[config.mk]
export PLATFORM = sky130hd
export DESIGN_NAME = systolic_feeder_2x2
export DESIGN_NICKNAME = d
export VERILOG_FILES = /design/src/rtl/systolic_feeder_2x2_pkg.sv /design/src/rtl/systolic_feeder_2x2_pair_fifo.sv /design/src/rtl/systolic_feeder_2x2.sv
export SDC_FILE = /design/constraint.sdc
export NUM_CORES = 1
export LEC_CHECK = 0
export ABC_AREA = 1
export BUFFER_PORTS_ARGS = -buffer_cell sky130_fd_sc_hd__clkbuf_2
export CAP_MARGIN = 20
export CORE_ASPECT_RATIO = 2
export CORE_UTILIZATION = 50
export CTS_CLUSTER_DIAMETER = 150
export DETAILED_ROUTE_END_ITERATION = 10
export MAX_ROUTING_LAYER = met4
export PLACE_DENSITY = 0.81
export SYNTH_ARGS = -nofsm -noshare
export SYNTH_HDL_FRONTEND = slang
export SYNTH_SLANG_ARGS = --single-unit
[constraint.sdc]
create_clock -name clk -period 2.8 [get_ports clk]
set_input_delay 0.28 -clock clk [delete_from_list [all_inputs] [get_ports clk]]
set_output_delay 0.28 -clock clk [all_outputs]
set_load 0.01 [all_outputs]
[src/rtl/systolic_feeder_2x2_pkg.sv]
// Shared definitions for the 2x2 systolic array feeder: FSM state encoding
// and the word positions of each weight inside the packed cfg_w bus.
package systolic_feeder_2x2_pkg;

    typedef enum logic [2:0] {
        ST_IDLE   = 3'd0,
        ST_LOAD1  = 3'd1,
        ST_LOAD2  = 3'd2,
        ST_STREAM = 3'd3,
        ST_DRAIN  = 3'd4
    } fsm_state_e;

    // cfg_w = {w11, w10, w01, w00}; slice k occupies [k*DATA_WIDTH +: DATA_WIDTH]
    localparam int W00_IDX = 0;
    localparam int W01_IDX = 1;
    localparam int W10_IDX = 2;
    localparam int W11_IDX = 3;

endpackage

[src/rtl/systolic_feeder_2x2_pair_fifo.sv]
// Show-ahead FIFO of activation pairs; rdata always presents the oldest entry
// so the feeder can pop and forward it in the same cycle.
module systolic_feeder_2x2_pair_fifo #(
    parameter int WIDTH = 32,
    parameter int DEPTH = 4
) (
    input  logic             clk,
    input  logic             rst,
    input  logic             push,
    input  logic [WIDTH-1:0] wdata,
    input  logic             pop,
    output logic [WIDTH-1:0] rdata,
    output logic             full,
    output logic             empty
);

    localparam int AW = (DEPTH > 1) ? $clog2(DEPTH) : 1;

    logic [WIDTH-1:0] mem_q [DEPTH];
    logic [AW:0]      wr_ptr_q;
    logic [AW:0]      rd_ptr_q;
    logic             push_ok;
    logic             pop_ok;

    // The extra pointer bit separates the full and empty cases when the indices match.
    assign empty   = (wr_ptr_q == rd_ptr_q);
    assign full    = (wr_ptr_q[AW] != rd_ptr_q[AW]) && (wr_ptr_q[AW-1:0] == rd_ptr_q[AW-1:0]);
    assign push_ok = push && !full;
    assign pop_ok  = pop && !empty;
    assign rdata   = mem_q[rd_ptr_q[AW-1:0]];

    always_ff @(posedge clk) begin
        if (!rst) begin
            wr_ptr_q <= '0;
            rd_ptr_q <= '0;
        end else begin
            if (push_ok) begin
                wr_ptr_q <= wr_ptr_q + 1'b1;
            end
            if (pop_ok) begin
                rd_ptr_q <= rd_ptr_q + 1'b1;
            end
        end
    end

    generate
        for (genvar gi = 0; gi < DEPTH; gi++) begin : g_entry
            always_ff @(posedge clk) begin
                if (push_ok && (wr_ptr_q[AW-1:0] == AW'(gi))) begin
                    mem_q[gi] <= wdata;
                end
            end
        end
    endgenerate

endmodule

[src/rtl/systolic_feeder_2x2.sv]
// Feeder for the 2x2 systolic array: loads a weight tile over two cycles, then
// streams buffered activation pairs with row 1 skewed one cycle, then drains zeros.
module systolic_feeder_2x2
    import systolic_feeder_2x2_pkg::*;
#(
    parameter int DATA_WIDTH   = 16,
    parameter int FIFO_DEPTH   = 4,
    parameter int CNT_W        = 8,
    parameter int DRAIN_CYCLES = 3
) (
    input  logic                    clk,
    input  logic                    rst,
    input  logic                    start,
    input  logic [4*DATA_WIDTH-1:0] cfg_w,
    input  logic [1:0]              cfg_bd,
    input  logic [CNT_W-1:0]        cfg_nvec,
    input  logic [DATA_WIDTH-1:0]   in_a0,
    input  logic [DATA_WIDTH-1:0]   in_a1,
    input  logic                    in_valid,
    output logic                    in_ready,
    output logic [DATA_WIDTH-1:0]   fd_RD_0,
    output logic [DATA_WIDTH-1:0]   fd_RD_1,
    output logic [DATA_WIDTH-1:0]   fd_FDi_0,
    output logic [DATA_WIDTH-1:0]   fd_FDi_1,
    output logic                    fd_load,
    output logic                    fd_bd_PE_0,
    output logic                    fd_bd_PE_1,
    output logic                    busy,
    output logic                    done
);

    localparam int PW   = 2 * DATA_WIDTH;
    localparam int DC_W = (DRAIN_CYCLES > 1) ? $clog2(DRAIN_CYCLES) : 1;

    fsm_state_e            state_q;
    logic [DATA_WIDTH-1:0] w00_q;
    logic [DATA_WIDTH-1:0] w01_q;
    logic [1:0]            bd_q;
    logic [CNT_W-1:0]      nvec_q;
    logic [CNT_W-1:0]      vcnt_q;
    logic [CNT_W-1:0]      vcnt_d;
    logic [DC_W-1:0]       drain_cnt_q;
    logic [DATA_WIDTH-1:0] skew_q;
    logic [DATA_WIDTH-1:0] rd0_q;
    logic [DATA_WIDTH-1:0] rd1_q;
    logic [DATA_WIDTH-1:0] fdi0_q;
    logic [DATA_WIDTH-1:0] fdi1_q;
    logic                  load_q;
    logic                  busy_q;
    logic                  done_q;

    logic                  fifo_full;
    logic                  fifo_empty;
    logic                  push;
    logic                  pop;
    logic [PW-1:0]         fifo_wdata;
    logic [PW-1:0]         fifo_rdata;
    logic [DATA_WIDTH-1:0] pop_a0;
    logic [DATA_WIDTH-1:0] pop_a1;

    // in_ready is held low during reset so nothing is pushed into a FIFO being flushed.
    assign in_ready   = rst && !fifo_full;
    assign push       = in_valid && in_ready;
    assign pop        = (state_q == ST_STREAM) && !fifo_empty;
    assign fifo_wdata = {in_a1, in_a0};
    assign pop_a0     = fifo_rdata[DATA_WIDTH-1:0];
    assign pop_a1     = fifo_rdata[PW-1:DATA_WIDTH];
    assign vcnt_d     = vcnt_q + CNT_W'(1);

    systolic_feeder_2x2_pair_fifo #(
        .WIDTH (PW),
        .DEPTH (FIFO_DEPTH)
    ) u_pair_fifo (
        .clk   (clk),
        .rst   (rst),
        .push  (push),
        .wdata (fifo_wdata),
        .pop   (pop),
        .rdata (fifo_rdata),
        .full  (fifo_full),
        .empty (fifo_empty)
    );

    always_ff @(posedge clk) begin
        if (!rst) begin
            state_q     <= ST_IDLE;
            w00_q       <= '0;
            w01_q       <= '0;
            bd_q        <= '0;
            nvec_q      <= '0;
            vcnt_q      <= '0;
            drain_cnt_q <= '0;
            skew_q      <= '0;
            rd0_q       <= '0;
            rd1_q       <= '0;
            fdi0_q      <= '0;
            fdi1_q      <= '0;
            load_q      <= 1'b0;
            busy_q      <= 1'b0;
            done_q      <= 1'b0;
        end else begin
            // Defaults: data buses idle at zero, row 1 always trails the skew stage.
            done_q <= 1'b0;
            load_q <= 1'b0;
            fdi0_q <= '0;
            fdi1_q <= '0;
            rd0_q  <= '0;
            skew_q <= '0;
            rd1_q  <= skew_q;

            case (state_q)
                ST_IDLE: begin
                    if (start) begin
                        w00_q   <= cfg_w[W00_IDX*DATA_WIDTH +: DATA_WIDTH];
                        w01_q   <= cfg_w[W01_IDX*DATA_WIDTH +: DATA_WIDTH];
                        bd_q    <= cfg_bd;
                        nvec_q  <= cfg_nvec;
                        vcnt_q  <= '0;
                        fdi0_q  <= cfg_w[W10_IDX*DATA_WIDTH +: DATA_WIDTH];
                        fdi1_q  <= cfg_w[W11_IDX*DATA_WIDTH +: DATA_WIDTH];
                        load_q  <= 1'b1;
                        busy_q  <= 1'b1;
                        state_q <= ST_LOAD1;
                    end
                end
                ST_LOAD1: begin
                    fdi0_q  <= w00_q;
                    fdi1_q  <= w01_q;
                    load_q  <= 1'b1;
                    state_q <= ST_LOAD2;
                end
                ST_LOAD2: begin
                    drain_cnt_q <= '0;
                    state_q     <= (nvec_q == '0) ? ST_DRAIN : ST_STREAM;
                end
                ST_STREAM: begin
                    // An empty FIFO leaves the zero defaults in place as a bubble.
                    if (pop) begin
                        rd0_q  <= pop_a0;
                        skew_q <= pop_a1;
                        vcnt_q <= vcnt_d;
                        if (vcnt_d == nvec_q) begin
                            drain_cnt_q <= '0;
                            state_q     <= ST_DRAIN;
                        end
                    end
                end
                ST_DRAIN: begin
                    if (drain_cnt_q == DC_W'(DRAIN_CYCLES - 1)) begin
                        done_q  <= 1'b1;
                        busy_q  <= 1'b0;
                        state_q <= ST_IDLE;
                    end else begin
                        drain_cnt_q <= drain_cnt_q + 1'b1;
                    end
                end
                default: begin
                    busy_q  <= 1'b0;
                    state_q <= ST_IDLE;
                end
            endcase
        end
    end

    assign fd_RD_0    = rd0_q;
    assign fd_RD_1    = rd1_q;
    assign fd_FDi_0   = fdi0_q;
    assign fd_FDi_1   = fdi1_q;
    assign fd_load    = load_q;
    assign fd_bd_PE_0 = bd_q[0];
    assign fd_bd_PE_1 = bd_q[1];
    assign busy       = busy_q;
    assign done       = done_q;

endmodule

==> results.md, run 1 <==
- Sink Count: 272
- Pre-antenna DRT Iters: 7
- P per Cell Area: 765.6 nW/µm²
- Design Area, Final: 12790 µm²
- Outcome: finished clean
- Slew margin rel.: 58.49%
- Peak VDD IR: 0.7349 mV
- Min-delay worst type: primary input to flop
- First-pass GRT wire length: approximately 37000 µm
- RSZ-0062 raised after global routing: no
- Startpoint Class: flop
- Total die area: 20420 µm²
- DRC violations left: 0
- Mapped Avg Cell Area: 9.979 µm²
- Flops & latches, synth: 272
- Setup CP Type: flop to flop
- Max-slew violations: 0
- Path depth of the worst reg2reg path: 8
- Min Tclk post-route: 2.206 ns
- Clock Skews: approximately 0.012 ns
- Final Cycle Share: roughly four fifths
- Post-DP HPWL: ~14000 µm
- Commonest non-fill, non-tap cells in the layout: nand2_1, clkbuf_2, nor2_1
- Final ANT Viol Nets: 0
- Vias in the first global route: 7998
- Drt initial violations: roughly 290
- Total number of vias: 7850
- Starting Density: 51.16%
- Final setup TNS: 0 ns
- Maxcap violations: 0
- Dpl ws: ~0.59 ns
- Die outline height: 201.1 µm
- # port buffers: 179
- Mapped cell area: 9910 µm²
- Num rows: 72
- CTS Buffer Depth: 3
- Static leakage: about 5.2 nW
- Register area share after synthesis: ~68%
- H-tree levels: 1
- Area Growth Syn to Fin: 29.12%
- Worst setup EP type: flop
- Diode count: 0
- Hold violation count in the final report: 0
- Setup-failing EPs final: 0
- Hold Path Depth: 3
- Mapped Cells: 993
- Fin nets: 1371
- Clk Tree Root Cell: clkbuf_16
- Yosys warns: 0
- Post-synth cell types: 26
- Worst EP arrival: 2.43 ns
- Post-CTS setup buffers: 0
- GP Congestion: 0.9126
- Fmax: about 450 MHz
- Routed WL per cell: 15.42 µm
- Most common cell after layout, fill and taps aside: nand2_1
- Horiz. Die Dim: roughly 100 µm
- Initial antenna violation count: 0
- Setup ws final: 0.5937 ns
- Total core area: 19370 µm²
- Vias per inst: 5.134
- Post-synth net total: 1110
- Reg clk slew, reported paths: 0.07 ns
- Post-Place Cell Area: 11110 µm²
- Aggregate routed wire length: 23580 µm
- Total GRT Usage: around 24%
- Worst-Margin Slew: 0.6226 ns
- # IOs: 180
- Crit path required time: 3.03 ns
- Worst-Skew Late Latency: approximately 0.52 ns
- GRT Residual Overflow: 0
- Share of layout cells above drive strength 1: 20.79%
- Final-layout fill cell count: 1369
- Num CTS Buffers: 23
- Pin count of the biggest net entering global routing: 67
- TritonCTS clock tree: done
- Critical path fanouts, max: 17
==> through the flow <==
step,total power (W),hold WS [ns],cells,utilization [%]
2_1_floorplan,0.005869,0.3789,993,-
3_3_place_gp,0.006321,0.3953,1399,57.36
3_5_place_dp,0.006376,0.3989,1399,57.36
4_1_cts,0.009820,0.001979,1529,66.06
5_1_grt,0.01025,0.004048,1529,66.06
6_report,0.009796,0.01794,1529,66.06
==> path summary, 6_finish.rpt <==
kind | start | to | slack [ns]
max reg2reg | u_pair_fifo.wr_ptr_q[0] | u_pair_fifo.mem_q[1][27] | 0.59
min | cfg_w[6] | w00_q[6] | 0.02
max | u_pair_fifo.wr_ptr_q[0] | u_pair_fifo.mem_q[1][27] | 0.59
min reg2reg | skew_q[7] | fd_RD_1[7] | 0.41
==> flip-flops by register name (all words and copies together) (netlist names), 8 cells and up <==
name	cells
fd_FDi_0	16
fd_FDi_1	16
fd_RD_0	16
fd_RD_1	16
nvec_q	8
skew_q	16
u_pair_fifo.mem_q	128
vcnt_q	8
w00_q	16
w01_q	16
==> area by class of cell <==
cell class / instances / area (µm²) / share of cell area [%]
flip-flops and latches: 272 / 6728 / 52.58
multi-input cells: 613 / 2771 / 21.66
repair buffers: 286 / 1959 / 15.31
clock buffers: 24 / 579.3 / 4.528
well taps: 259 / 324.1 / 2.533
inverters: 58 / 217.7 / 1.702
clock inverters: 17 / 215.2 / 1.682
==> cells by family after synthesis <==
kind of cell	Yosys count	share of synthesized area, %
XOR/XNOR	3	0.2652
buffers and inverters	108	4.457
flip-flops	272	67.88
adder cells (fa/ha/maj)	7	0.8838
AO/OA/AOI/OAI	211	10.76
AND/OR/NAND/NOR	392	15.76
==> Yosys cell counts, drive strengths merged <==
library cell / instances / area, µm²
a211oi: 1 / 7.510
a21oi: 124 / 620.6
buf: 18 / 103.9
clkbuf: 32 / 120.1
clkinv: 1 / 3.750
dfxtp: 144 / 2883
edfxtp: 128 / 3844
ha: 7 / 87.58
inv: 57 / 214.0
nand2: 206 / 795.8
nand3: 20 / 105.1
nand4: 5 / 31.28
nor2: 159 / 619.3
nor3: 2 / 10.01
o21ai: 86 / 437.9
xnor2: 2 / 17.52
xor2: 1 / 8.760
==> timing repair <==
action / CTS / global route
hold buffers: 89 / 0
gates resized for setup: 0 / 0
endpoints found under the hold margin: 182 / 0
==> power breakdown <==
| group | total, W | switching (W) | internal, W |
|---|---|---|---|
| logic | 0.00173 | 0.00112 | 0.000608 |
| registers | 0.00470 | 0.000193 | 0.00451 |
| clock network | 0.00336 | 0.00145 | 0.00190 |
==> per-layer routing <==
metal | wire [µm] | global-route usage, % | vias to the layer above
met3 | 1424 | 4.238 | 114
li1 | - | - | 3810
met1 | 8004 | 21.61 | 3611
met2 | 12680 | 44.21 | 315
met4 | 1470 | 16.72 | 0
met5 | 0 | - | -
==> critical path, cell delays in order (launching register included) <==
cell     delay [ns]
dfxtp_1        0.35
inv_1          0.14
nand2_1        0.07
nand4_1        0.10
o21ai_0        0.08
inv_1          0.08
nand2_1        0.29
nor2_4         0.56
buf_12         0.23
Note: power is estimated with default switching activity, not from simulation.
==> run 2, diff against run 1 <==
--- a/config.mk
+++ b/config.mk
@@ -9,11 +9,11 @@
 export BUFFER_PORTS_ARGS = -buffer_cell sky130_fd_sc_hd__clkbuf_2
 export CAP_MARGIN = 20
 export CORE_ASPECT_RATIO = 2
-export CORE_UTILIZATION = 50
+export CORE_UTILIZATION = 55
 export CTS_CLUSTER_DIAMETER = 150
 export DETAILED_ROUTE_END_ITERATION = 10
 export MAX_ROUTING_LAYER = met4
-export PLACE_DENSITY = 0.81
+export PLACE_DENSITY = 0.84
 export SYNTH_ARGS = -nofsm -noshare
 export SYNTH_HDL_FRONTEND = slang
 export SYNTH_SLANG_ARGS = --single-unit
==> constraint.sdc (replaced) <==
create_clock -name clk -period 2.1 [get_ports clk]
set_input_delay 0.21 -clock clk [delete_from_list [all_inputs] [get_ports clk]]
set_output_delay 0.21 -clock clk [all_outputs]
set_load 0.01 [all_outputs]
==> run 2 against run 1 <==
  * Clock-buffer cell count grew 9
  * Worst setup slack worse by 0.32 ns
  * Via count rose by 0.74%
  * Combinational power is 38% higher
  * Clock skew down 0.0036 ns
  * Power rose by 31%
  * Critical path depth grew 5
  * Fmax up 21%
  * Largest cell class unchanged
==> results.md, run 2 (synthesis results as in run 1) <==
- Outcome: finished clean
- Post-CTS setup buffers: 0
- Num rows: 69
- Min-delay worst type: primary input to flop
- Drt initial violations: 362
- Aggregate routed wire length: 23590 µm
- Total core area: 17700 µm²
- Sw Pwr: 0.003615 W
- Finished Layout Cells: about 1.5k
- Num CTS Buffers: 23
- Placed Instances: between 1k and 1.5k
- Total die area: 18590 µm²
- Maxcap violations: 0
- Sink Count: 272
- Logic pwr share: 18.6%
- Clock Skews: around 0.0082 ns
- Vias in the first global route: 7991
- Reg clk slew, reported paths: 0.07 ns
- Pin count of the biggest net entering global routing: between 60 and 70
- Initial antenna violation count: 0
- Final ANT Viol Nets: 0
- Static leakage: 5.315 nW
- DRC violations left: 0
- Post-DP HPWL: 13470 µm
- Starting Density: a little under three fifths
- Critical path fanouts, max: 6
- Horiz. Die Dim: 96.92 µm
- Pre-antenna DRT Iters: 5
- Sw Ratio: 28.21%
- Slew margin rel.: 61.76%
- Register bank with the most flops: u_pair_fifo.mem_q
- Most common cell after layout, fill and taps aside: nand2_1
- Diode count: 0
- Area Growth Syn to Fin: 30.48%
- Peak VDD IR: 0.8685 mV
- # IOs: 180
- GP Congestion: 0.9519
- Die outline height: 191.8 µm
- Final-layout fill cell count: 1127
- Setup-failing EPs final: 0
- Clock share of power: 32.4%
- H-tree levels: 1
- Final Cycle Share: 86.96%
- Hold violation count in the final report: 0
- Max reg flops: 128
- GRT Residual Overflow: 0
- Fmax: between 500 and 600 MHz
- Worst-Margin Slew: 0.5737 ns
- Min Tclk post-route: ~1.8 ns
- Sequential fraction of design power: roughly 49%
- Worst-Skew Late Latency: between 0.5 and 0.6 ns
- Clk Tree Root Cell: clkbuf_16
- Commonest non-fill, non-tap cells in the layout: nand2_1, clkbuf_2, nor2_1
- # port buffers: 179
- Fin nets: 1394
- Total number of vias: slightly below 8k
- Final setup TNS: 0 ns
- Vias per inst: 5.248
- Crit path required time: 2.55 ns
- Worst setup EP type: flop
- # resized after CTS: 0
- TritonCTS clock tree: done
- Dpl ws: 0.2878 ns
- P per Cell Area: roughly 990 nW/µm²
- RSZ-0062 raised after global routing: no
- Routed WL per cell: 15.65 µm
- Post-layout util: between 70% and 80%
- First-pass GRT wire length: between 30000 and 40000 µm
- Cell Int Power: 0.009198 W
- CTS Buffer Depth: 3
- Setup ws final: around 0.27 ns
- Worst EP arrival: 2.28 ns
- Share of layout cells above drive strength 1: 20.79%
- Startpoint Class: flop
- Max-slew violations: 0
- Setup CP Type: flop to flop
- Total GRT Usage: 25.77%
==> run 2: path summary, 6_finish.rpt <==
check,from,slack [ns],depth (start not counted),endpoint
max,vcnt_q[0],0.27,13,drain_cnt_q[0]
min,cfg_nvec[1],0.009,3,nvec_q[1]
max reg2reg,vcnt_q[0],0.27,13,drain_cnt_q[0]
min reg2reg,skew_q[7],0.40,2,fd_RD_1[7]
==> run 2: area by class of cell <==
type	instances	area, µm²	area share (%)
sequential	272	6728	52.03
clock inverter	9	55.05	0.4258
timing repair buffer	309	2197	16.99
inverter	58	217.7	1.684
clock buffer	33	694.4	5.371
multi-input combinational	613	2771	21.43
tap	213	266.5	2.061
==> run 2: through the flow <==
step | cell area, µm² | hold WS [ns] | total power (W)
2_1_floorplan | 9925 | 0.3089 | 0.007826
3_3_place_gp | 11130 | 0.3944 | 0.008475
3_5_place_dp | 11130 | 0.3947 | 0.008535
4_1_cts | 12930 | 0.003170 | 0.01280
5_1_grt | 12930 | 0.01856 | 0.01340
6_report | 12930 | 0.008601 | 0.01281
==> run 2: worst max-delay path, stage by stage, from the launching register on <==
cell	delay, ns
dfxtp_1	0.42
ha_1	0.29
nand3_2	0.14
o21ai_2	0.15
nand2_1	0.09
nand2_1	0.06
nand3_1	0.06
nor2_1	0.12
nand2_1	0.08
nand2_2	0.09
nand2_2	0.08
nand2_1	0.06
nand2_1	0.04
nor2_1	0.08
==> run 2: repair_timing <==
action / in CTS / in global routing
endpoints found under the hold margin: 201 / 0
endpoints found under the setup margin: 0 / 0
hold buffers: 105 / 0
==> run 2: routing by layer <==
metal	vias to the layer above	track usage [%]	routed length (µm)
li1	3847	-	-
met1	3647	25.52	7980
met2	340	48.65	13250
met3	74	3.384	1524
met4	0	13.15	827
met5	-	-	0
==> run 2: power groups by stage <==
stage	combinational, W	clock (W)	sequential [W]
3_3_place_gp	0.00212	0	0.00635
3_5_place_dp	0.00217	0	0.00637
5_1_grt	0.00266	0.00442	0.00632
4_1_cts	0.00233	0.00421	0.00625
2_1_floorplan	0.00143	0	0.00639
6_report	0.00238	0.00416	0.00628
